===== src/rtl/ccu_snoop_ctrl_pkg.sv =====
// Shared constants and types for the CCU snoop controller.
package ccu_snoop_ctrl_pkg;

  // CRRESP bit positions within each port's 5-bit response field.
  localparam int unsigned CrDataTransfer = 0;
  localparam int unsigned CrError        = 1;
  localparam int unsigned CrPassDirty    = 2;
  localparam int unsigned CrIsShared     = 3;
  localparam int unsigned CrWasUnique    = 4;
  localparam int unsigned CrRespWidth    = 5;

  // AC snoop codes for the supported request classes.
  localparam logic [3:0] SnpReadOnce    = 4'b0000;
  localparam logic [3:0] SnpReadShared  = 4'b0001;
  localparam logic [3:0] SnpCleanUnique = 4'b1001;

  typedef enum logic [2:0] {
    StIdle,
    StSnoop,
    StSnoopData,
    StMemReq,
    StMemData,
    StResp
  } ccu_state_e;

endpackage


===== src/rtl/ccu_snoop_ctrl_lzc.sv =====
// Trailing-zero counter: returns the index of the lowest set bit (0 when the input is empty).
module ccu_snoop_ctrl_lzc #(
  parameter int unsigned Width = 4,
  parameter int unsigned CntW  = (Width > 1) ? $clog2(Width) : 1
) (
  input  logic [Width-1:0] in_i,
  output logic [CntW-1:0]  cnt_o
);

  // Scan from the top so the lowest set bit is the last one to write cnt_o.
  always_comb begin
    cnt_o = '0;
    for (int i = Width - 1; i >= 0; i--) begin
      if (in_i[i]) cnt_o = CntW'(i);
    end
  end

endmodule


===== src/rtl/ccu_snoop_ctrl.sv =====
// Coherency-control FSM: broadcasts one snoop, merges CR responses and sources the line
// from a snooped master's CD channel or from memory before answering the initiator.
module ccu_snoop_ctrl
  import ccu_snoop_ctrl_pkg::*;
#(
  parameter int unsigned NoMstPorts = 4,
  parameter int unsigned AddrWidth  = 64,
  parameter int unsigned DataWidth  = 64,
  parameter int unsigned IdxW       = (NoMstPorts > 1) ? $clog2(NoMstPorts) : 1
) (
  input  logic                            clk_i,
  input  logic                            rst_ni,
  input  logic                            req_valid_i,
  output logic                            req_ready_o,
  input  logic [AddrWidth-1:0]            req_addr_i,
  input  logic [3:0]                      req_snoop_i,
  input  logic [2:0]                      req_prot_i,
  input  logic [IdxW-1:0]                 req_src_i,
  output logic [NoMstPorts-1:0]           ac_valid_o,
  input  logic [NoMstPorts-1:0]           ac_ready_i,
  output logic [AddrWidth-1:0]            ac_addr_o,
  output logic [3:0]                      ac_snoop_o,
  output logic [2:0]                      ac_prot_o,
  input  logic [NoMstPorts-1:0]           cr_valid_i,
  output logic [NoMstPorts-1:0]           cr_ready_o,
  input  logic [5*NoMstPorts-1:0]         cr_resp_i,
  input  logic [NoMstPorts-1:0]           cd_valid_i,
  output logic [NoMstPorts-1:0]           cd_ready_o,
  input  logic [DataWidth*NoMstPorts-1:0] cd_data_i,
  input  logic [NoMstPorts-1:0]           cd_last_i,
  output logic                            mem_ar_valid_o,
  input  logic                            mem_ar_ready_i,
  output logic [AddrWidth-1:0]            mem_ar_addr_o,
  input  logic                            mem_r_valid_i,
  output logic                            mem_r_ready_o,
  input  logic [DataWidth-1:0]            mem_r_data_i,
  input  logic                            mem_r_last_i,
  output logic                            rsp_valid_o,
  input  logic                            rsp_ready_i,
  output logic [DataWidth-1:0]            rsp_data_o,
  output logic                            rsp_last_o,
  output logic                            rsp_shared_o,
  output logic                            rsp_dirty_o,
  output logic                            rsp_err_o
);

  ccu_state_e            state_q, state_d;
  logic [AddrWidth-1:0]  addr_q, addr_d;
  logic [3:0]            snoop_q, snoop_d;
  logic [2:0]            prot_q, prot_d;
  logic                  read_q, read_d;
  logic [NoMstPorts-1:0] ac_pend_q, ac_pend_d;
  logic [NoMstPorts-1:0] cr_pend_q, cr_pend_d;
  logic [NoMstPorts-1:0] dt_mask_q, dt_mask_d;
  logic [NoMstPorts-1:0] dirty_q, dirty_d;
  logic                  shared_q, shared_d;
  logic                  err_q, err_d;
  logic [IdxW-1:0]       sel_q, sel_d;

  logic [NoMstPorts-1:0] tgt_mask;
  logic [NoMstPorts-1:0] cr_hs;
  logic [NoMstPorts-1:0] cr_dt;
  logic [NoMstPorts-1:0] cd_hs;
  logic [NoMstPorts-1:0] dt_snoop_next;
  logic [IdxW-1:0]       dt_low_idx;

  // Every port except the initiator is snooped.
  assign tgt_mask = ~(NoMstPorts'(1) << req_src_i);

  // A port's CR may be taken as soon as its own AC has gone out.
  assign cr_ready_o = (state_q == StSnoop) ? (cr_pend_q & ~ac_pend_q) : '0;
  assign cr_hs      = cr_valid_i & cr_ready_o;

  // Extract per-port DataTransfer bits.
  always_comb begin
    cr_dt = '0;
    for (int p = 0; p < NoMstPorts; p++) begin
      cr_dt[p] = cr_resp_i[p*CrRespWidth + CrDataTransfer];
    end
  end

  // Data-source candidates including this cycle's CR handshakes, so sel is latched on entry.
  assign dt_snoop_next = dt_mask_q | (cr_hs & cr_dt);

  ccu_snoop_ctrl_lzc #(
    .Width (NoMstPorts),
    .CntW  (IdxW)
  ) u_sel_lzc (
    .in_i  (dt_snoop_next),
    .cnt_o (dt_low_idx)
  );

  assign ac_addr_o     = addr_q;
  assign ac_snoop_o    = snoop_q;
  assign ac_prot_o     = prot_q;
  assign mem_ar_addr_o = addr_q;
  assign rsp_shared_o  = shared_q;
  assign rsp_err_o     = err_q;

  // Next-state and handshake outputs.
  always_comb begin
    state_d   = state_q;
    addr_d    = addr_q;
    snoop_d   = snoop_q;
    prot_d    = prot_q;
    read_d    = read_q;
    ac_pend_d = ac_pend_q;
    cr_pend_d = cr_pend_q;
    dt_mask_d = dt_mask_q;
    dirty_d   = dirty_q;
    shared_d  = shared_q;
    err_d     = err_q;
    sel_d     = sel_q;

    req_ready_o    = 1'b0;
    ac_valid_o     = '0;
    cd_ready_o     = '0;
    cd_hs          = '0;
    mem_ar_valid_o = 1'b0;
    mem_r_ready_o  = 1'b0;
    rsp_valid_o    = 1'b0;
    rsp_data_o     = '0;
    rsp_last_o     = 1'b0;
    rsp_dirty_o    = 1'b0;

    unique case (state_q)
      StIdle: begin
        // Held low while reset is asserted so no valid/ready is visible during reset.
        req_ready_o = rst_ni;
        if (req_valid_i) begin
          addr_d    = req_addr_i;
          snoop_d   = req_snoop_i;
          prot_d    = req_prot_i;
          read_d    = ~req_snoop_i[3];
          ac_pend_d = tgt_mask;
          cr_pend_d = tgt_mask;
          dt_mask_d = '0;
          dirty_d   = '0;
          shared_d  = 1'b0;
          err_d     = 1'b0;
          if (tgt_mask == '0) begin
            state_d = req_snoop_i[3] ? StResp : StMemReq;
          end else begin
            state_d = StSnoop;
          end
        end
      end

      StSnoop: begin
        ac_valid_o = ac_pend_q;
        ac_pend_d  = ac_pend_q & ~ac_ready_i;
        cr_pend_d  = cr_pend_q & ~cr_hs;
        dt_mask_d  = dt_snoop_next;
        for (int p = 0; p < NoMstPorts; p++) begin
          if (cr_hs[p]) begin
            shared_d   = shared_d | cr_resp_i[p*CrRespWidth + CrIsShared];
            err_d      = err_d | cr_resp_i[p*CrRespWidth + CrError];
            dirty_d[p] = cr_resp_i[p*CrRespWidth + CrPassDirty];
          end
        end
        if (ac_pend_d == '0 && cr_pend_d == '0) begin
          if (dt_snoop_next != '0) begin
            state_d = StSnoopData;
            sel_d   = dt_low_idx;
          end else begin
            state_d = read_q ? StMemReq : StResp;
          end
        end
      end

      StSnoopData: begin
        // Every data-transferring port is drained; only sel is forwarded (read class).
        cd_ready_o = dt_mask_q;
        if (read_q && dt_mask_q[sel_q]) begin
          cd_ready_o[sel_q] = rsp_ready_i;
          rsp_valid_o       = cd_valid_i[sel_q];
          rsp_data_o        = cd_data_i[sel_q*DataWidth +: DataWidth];
          rsp_last_o        = cd_last_i[sel_q];
          rsp_dirty_o       = dirty_q[sel_q];
        end
        cd_hs     = cd_valid_i & cd_ready_o;
        dt_mask_d = dt_mask_q & ~(cd_hs & cd_last_i);
        if (dt_mask_d == '0) begin
          state_d = read_q ? StIdle : StResp;
        end
      end

      StMemReq: begin
        mem_ar_valid_o = 1'b1;
        if (mem_ar_ready_i) state_d = StMemData;
      end

      StMemData: begin
        mem_r_ready_o = rsp_ready_i;
        rsp_valid_o   = mem_r_valid_i;
        rsp_data_o    = mem_r_data_i;
        rsp_last_o    = mem_r_last_i;
        if (mem_r_valid_i && rsp_ready_i && mem_r_last_i) state_d = StIdle;
      end

      StResp: begin
        rsp_valid_o = 1'b1;
        rsp_last_o  = 1'b1;
        if (rsp_ready_i) state_d = StIdle;
      end

      default: state_d = StIdle;
    endcase
  end

  // State and transaction context registers.
  always_ff @(posedge clk_i or negedge rst_ni) begin
    if (!rst_ni) begin
      state_q   <= StIdle;
      addr_q    <= '0;
      snoop_q   <= '0;
      prot_q    <= '0;
      read_q    <= 1'b0;
      ac_pend_q <= '0;
      cr_pend_q <= '0;
      dt_mask_q <= '0;
      dirty_q   <= '0;
      shared_q  <= 1'b0;
      err_q     <= 1'b0;
      sel_q     <= '0;
    end else begin
      state_q   <= state_d;
      addr_q    <= addr_d;
      snoop_q   <= snoop_d;
      prot_q    <= prot_d;
      read_q    <= read_d;
      ac_pend_q <= ac_pend_d;
      cr_pend_q <= cr_pend_d;
      dt_mask_q <= dt_mask_d;
      dirty_q   <= dirty_d;
      shared_q  <= shared_d;
      err_q     <= err_d;
      sel_q     <= sel_d;
    end
  end

endmodule


===== config.mk =====
export PLATFORM = sky130hd
export DESIGN_NAME = ccu_snoop_ctrl
export DESIGN_NICKNAME = d
export VERILOG_FILES = /design/src/rtl/ccu_snoop_ctrl_pkg.sv /design/src/rtl/ccu_snoop_ctrl_lzc.sv /design/src/rtl/ccu_snoop_ctrl.sv
export SDC_FILE = /design/constraint.sdc
export NUM_CORES = 1
export LEC_CHECK = 0
export ABC_AREA = 1
export CORE_AREA = 2 2 251 253
export CTS_BUF_LIST = sky130_fd_sc_hd__clkbuf_8
export DETAILED_ROUTE_END_ITERATION = 7
export DIE_AREA = 0 0 253 255
export GPL_ROUTABILITY_DRIVEN = 0
export PLACE_DENSITY = 0.49
export SYNTH_ARGS = -nofsm -noshare
export SYNTH_HDL_FRONTEND = slang
export SYNTH_SLANG_ARGS = --single-unit

===== constraint.sdc =====
create_clock -name clk_i -period 2.75 [get_ports clk_i]
set_clock_uncertainty 0.2 [all_clocks]
set_input_delay 0.55 -clock clk_i [delete_from_list [all_inputs] [get_ports clk_i]]
set_output_delay 0.55 -clock clk_i [all_outputs]
set_load 0.02 [all_outputs]

Word-level counts from Yosys, hierarchy flattened

Cells that the tools add are included.

Register bits after elaboration: 95
Input bits: 436
Output and inout port bits: 219
Logic and storage cells: 149

Magnitude comparators: 2
Equality and inequality tests: 15
Shift-type cells: 2
Muxes and demuxes: 70
Bitwise logic cells: 23
Reductions and logical operators: 22

Operators by type and width:

| cell                                                                   | count |
|---|---|
| 256-bit by 9-bit indexed part select with 64-bit output                | 1 |
| 64-bit one-hot mux with 2 select lines                                 | 1 |
| 64-bit two-way mux                                                     | 1 |
| 3-bit two-way mux                                                      | 11 |
| 4-bit bitwise AND                                                      | 8 |
| 1-bit two-way mux                                                      | 31 |
| 4-bit two-way mux                                                      | 7 |
| 4-bit one-hot mux with 2 select lines                                  | 3 |
| 4-bit inverter                                                         | 5 |
| 2-bit inequality test (second input constant)                          | 9 |
| 3-bit one-hot mux with 6 select lines                                  | 1 |
| 4-bit zero test                                                        | 4 |
| 3-bit AND reduction                                                    | 5 |
| 4-bit one-hot mux with 3 select lines                                  | 1 |
| 1-bit binary-select mux with 2-bit select                              | 4 |
| 2-bit two-way mux                                                      | 4 |
| 1-bit bitwise OR                                                       | 8 |
| 3-bit by 2-bit equality test with 1-bit output (second input constant) | 2 |
| 3-bit equality test (second input constant)                            | 2 |
| 1-bit one-hot mux with 3 select lines                                  | 2 |
| 2-bit AND reduction                                                    | 3 |
| 6-bit AND reduction                                                    | 1 |
| 1-bit logical AND                                                      | 5 |
| 4-bit bitwise mux                                                      | 1 |
| 13 further kinds                                                       | 14 |

Logic depth before layout (Yosys ltp)

Word-level depth: 15
Depth in mapped cells: 14
Mapped depth without buffers: 13

By module

From an unflattened synthesis, not the netlist that was laid out.

Cells, all modules: 937
Area total of the unflattened synthesis: 7126.8 µm²

By module, submodules not included:

| module             | times used | cells each | area an instance (µm²) | sequential area each (µm²) |
|---|---|---|---|---|
| ccu_snoop_ctrl     | 1          | 931        | 7093.1                 | 2377.3 |
| ccu_snoop_ctrl_lzc | 1          | 6          | 33.8                   | 0.0 |

Worst setup path after synthesis

No wires, ideal clock.

Path kind: register to output
Start point: register sel_q[0]
End point: output rsp_valid_o
Data arrival time: 1907 ps
Required time: 2000 ps
Path slack: 93 ps
Cell stages (with the launch flop): 12
Path buffers: 2
Path through: dfrtp_1 buf_6 clkinv_2 nand2_1 nand2_1 nand2_1 nand2_2 nand2_2 nor2_1 inv_2 buf_6 o41ai_1

Cells in the longest elaborated chain, start to end: 5
Elaborated cells between the ends (all ways): 7
Those cells by class: mux: 6; reduce/logical: 1

RTL lines:

| item                                      | RTL line              | RTL |
|---|---|---|
| start: declaration                        | ccu_snoop_ctrl.sv:58  | `logic [IdxW-1:0] sel_q, sel_d;` |
| start signal: assignment                  | ccu_snoop_ctrl.sv:238 | `sel_q <= sel_d;` |
| 1-bit binary-select mux with 2-bit select | ccu_snoop_ctrl.sv:174 | `if (read_q && dt_mask_q[sel_q]) begin` |
| 1-bit two-way mux (not written as such)   | ccu_snoop_ctrl.sv:174 |  |
| 1-bit logical AND                         | ccu_snoop_ctrl.sv:174 |  |
| 1-bit two-way mux *                       | ccu_snoop_ctrl.sv:174 |  |
| 1-bit one-hot mux with 3 select lines *   | ccu_snoop_ctrl.sv:126 | `unique case (state_q)` |
| end: declaration                          | ccu_snoop_ctrl.sv:38  | `output logic rsp_valid_o,` |

Mark *: on every way between the ends. The rest lies on a longest branch, timed or not. The select of a mux whose other input is x is not followed.

Worst setup path in the final report

Start point: register sel_q[0]
End point: output rsp_data_o[59]

Cells in the longest elaborated chain, start to end: 5
Elaborated cells between the ends (all ways): 6
Those cells by class: shift: 1; mux: 4; reduce/logical: 1

RTL lines:

| item                                                                                            | RTL line              | RTL |
|---|---|---|
| branches (longest 3 deep; another with 256-bit by 9-bit indexed part select with 64-bit output) | --                    |  |
| 64-bit two-way mux *                                                                            | ccu_snoop_ctrl.sv:174 |  |
| 64-bit one-hot mux with 2 select lines *                                                        | ccu_snoop_ctrl.sv:126 |  |
| end: declaration                                                                                | ccu_snoop_ctrl.sv:40  | `output logic [DataWidth-1:0] rsp_data_o,` |

Mark *: on every way between the ends. The select of a mux whose other input is x is not followed.

==> flow_summary.ini <==
[status]
status = complete, but fails checks
failed_checks = setup timing

[floorplanning]
die_footprint_um2 = 64500
core.rowCount = 92
dieHeight_um = 255
fp.dieW_um = 253
floorplan.initialDensity_pct = 11.6
fp.coreArea_um2 = 62200
design.portCount = 655

[logic_synthesis]
synth-seq-area-share_pct = 33.1
synth_top_cell_area_share_pct = 33.1
yosys.cell_count.top_type = nand2_1
synth_adder_area_share_pct = 0
library_cell_occupying_the_most_area_in_the_post_synthesis_netlist = dfrtp_1
synth_warnings = 0
yosys-top-cells-area = dfrtp_1, nand2_1, a221oi_1
synth_cells = 1084
syn-cell-area_um2 = 7190
synth-compound-area-share_pct = 20.0
synth_ff_type = dfrtp_1
yosys-top-cells-count = nand2_1, dfrtp_1, buf_4, a221oi_1, a21oi_1
simple_gate_share_of_the_synthesized_area_pct = 33.0
synthMuxAreaShare_pct = 0
synth-edff-count = 0
synth-seq-cells = 95
synthArstFlopShare_pct = 100
dominant_combinational_cell_family_by_area_after_synthesis = simple AND/OR/NAND/NOR gates
synth_cell_types = 34
synthesis.nets = 1520
synthesis.area_per_instance_um2 = 6.63
post_synth_xor_area_fraction_pct = 0

[sta]
rsz0062_at_grt = true
timing.fmax_mhz = 335
final.period_utilization_pct = 109
finalCriticalPeriod_ns = 2.99
max_slew_margin_pct = 52.6
worst-slew-pin-transition_ns = 0.711
timing.final.hold_violations = 0
timing.final.max_slew_violations = 0
setup-violations-final = 68
setup_slack_ns = -0.237

[setup_path]
critPathMaxStageDelay_ns = 0.49
timing.critical_path.from = sel_q[0]
critical_path.cell_chain = buf_6 > nand2_8 > clkinv_8 > buf_6 > clkbuf_16 > buf_6 > a221oi_4 > buf_6 > o21ai_2 > buf_6
worst_setup_path_endpoint = rsp_data_o[59]
worst_r2r_path_depth = 14
cell_count_along_the_critical_path = 10
path_class = flop to output port
critical_path.reg2reg.endpoint = state_q[2]
critPathCaptureType = output port
critPathBufInv = 7
critPathMaxFanout = 5
critPathRequiredTime_ns = 2.00
crit_path_frequent_cell = buf_6
regToRegSetupSlack_ns = 0.42
worstSetupStartpointType = flop
cp_data_arrival_time_ns = 2.24
cp_slowest_cell = dfrtp_2
regToRegStartpoint = sel_q[0]
largest_delay_contributor_family_on_the_critical_path = buffers and inverters

[cts]
ctsHoldBuffers = 0
cts_htree_levels = 3
tritoncts = done
clockRootBuffer = clkbuf_8
cts_buffers = 9
clk_path_buf_depth = 2
clkSinkCount = 95
clkSlewWorstSetupHoldPaths_ns = 0.10
clkLatencyLatePin_ns = 0.40

[run]
drv_cap = 0

[power]
swShare_pct = 48.1
internal-power_mw = 7.69
power.net_switching_mw = 7.13
cellLeakagePower_nw = 7.23
p_comb_share_pct = 74.9
worst_supply_voltage_drop_on_vdd_mv = 0.585
pwr_density_cell_nw_per_um2 = 871
power.share.clock_pct = 7.1
pwr-share-seq_pct = 18.0

[global_route]
first_global_vias = 10400
grt_overflow_total = 0
grt_antenna_before_repair = 17
grt_usage_pct = 15.2
grt_first_pass_wirelength_um = 71000
grt_max_degree = 55

[finish]
final_layout_size_suffix_gt1_share_pct = 23.6
filler_cell_count = 6740
area.growth.synth_to_final_pct = 137
final_cells = 2588
finish.net_count = 2210

[routing]
route.detailed.drc = 0
via_to_cell_ratio = 4.01
firstDrtPassIters = 5
antenna_violating_nets_post_route = 0
post_detailed_route_wirelength_per_cell_um = 21.1
drt_wl_total_um = 54600
num_vias = 10400
dr.first_iter.drc_count = 612

[place]
dpl_worst_slack_ns = -0.658
dp.final_hpwl_um = 43400
place.port_buffers = 650
placedCellCount = 2525

[min_path]
worstHoldPathType = primary input to async pin
[stage by stage]
step	utilization (%)	area [um2]	hold slack [ns]	TNS, ns	total power [mW]
after floorplan	-	7190	0.0544	0	7.42
after global placement	24.2	15000	0.254	-14.19	12.1
after detailed placement	24.2	15000	0.263	-14.44	12.2
after CTS	25.6	15900	0.0997	-13.08	14.0
after global routing	27.4	17000	0.122	-17.29	15.8
final	27.4	17000	0.0944	-9.00	14.8
[sequential cells by signal, indices dropped and copies added, names as in the netlist]
register	cells
ac_pend_q	4
sel_q	2
read_q	1
ac_addr_o	64
state_q	3
cr_pend_q	4
dt_mask_q	4
rsp_shared_o	1
dirty_q	4
ac_prot_o	3
rsp_err_o	1
ac_snoop_o	4
[final cells by class]
cell class                      instances  area [um2]  share of cell area (%)
Timing Repair Buffer                  812        8220                    48.3
Multi-Input combinational cell        804        4950                    29.1
Sequential cell                        95        2380                    14.0
Tap cell                              799        1000                    5.88
Inverter                               52         223                    1.31
Clock buffer                           10         138                   0.809
Clock inverter                          6        72.6                   0.427
Antenna cell                           10        25.0                   0.147
[cell families after synthesis]
logic type | Yosys count
simple gates | 577
compound gates | 227
buf+inv | 185
flops | 95
[how the worst min path moves through the flow]
stage / from / endpoint / slack (ns)
final: rst_ni / state_q[1] / 0.09
after floorplan: rst_ni / ac_addr_o[0] / 0.05
after detailed placement: ac_snoop_o[0] / ac_snoop_o[0] / 0.26
after CTS: rst_ni / dirty_q[1] / 0.1
after global placement: ac_snoop_o[2] / ac_snoop_o[2] / 0.25
after global routing: rst_ni / dirty_q[1] / 0.12
[per-layer routing]
| layer | vias up | GRT usage, % | wire length [um] |
|---|---|---|---|
| li1 | 4937 | - | - |
| met1 | 4857 | 16.4 | 20400 |
| met2 | 505 | 27.9 | 28300 |
| met3 | 79 | 3.98 | 4030 |
| met4 | 10 | 6.75 | 1890 |
| met5 | - | 0 | 72 |
[cells in the final DEF (no fill, tap or decap), types with 19 or more instances in the layout]
cell,n
clkdlybuf4s50_1,567
o21ai_1,30
o21ai_0,19
buf_4,136
buf_12,26
nand2_1,458
a221oi_4,29
a221oi_2,28
inv_1,43
a21oi_1,44
dfrtp_1,93
nor2_1,22
nand3_1,39
o21ai_2,24
buf_6,56
[power groups by stage]
stage,Sequential (mW),Clock [mW],Combinational [mW]
floorplan,3.16,0,4.26
global placement,2.66,0,9.48
detailed placement,2.67,0,9.50
CTS,2.68,1.12,10.2
global route,2.78,1.16,11.9
finish,2.66,1.05,11.1
[repair_timing]
item,CTS,global route
pin swaps,5,26
resized for setup,357,208
buffers inserted,7,23
hold endpoints to repair,0,0
gates cloned,1,6
endpoints found under the setup margin,78,75
(Power assumes the default switching activity.)
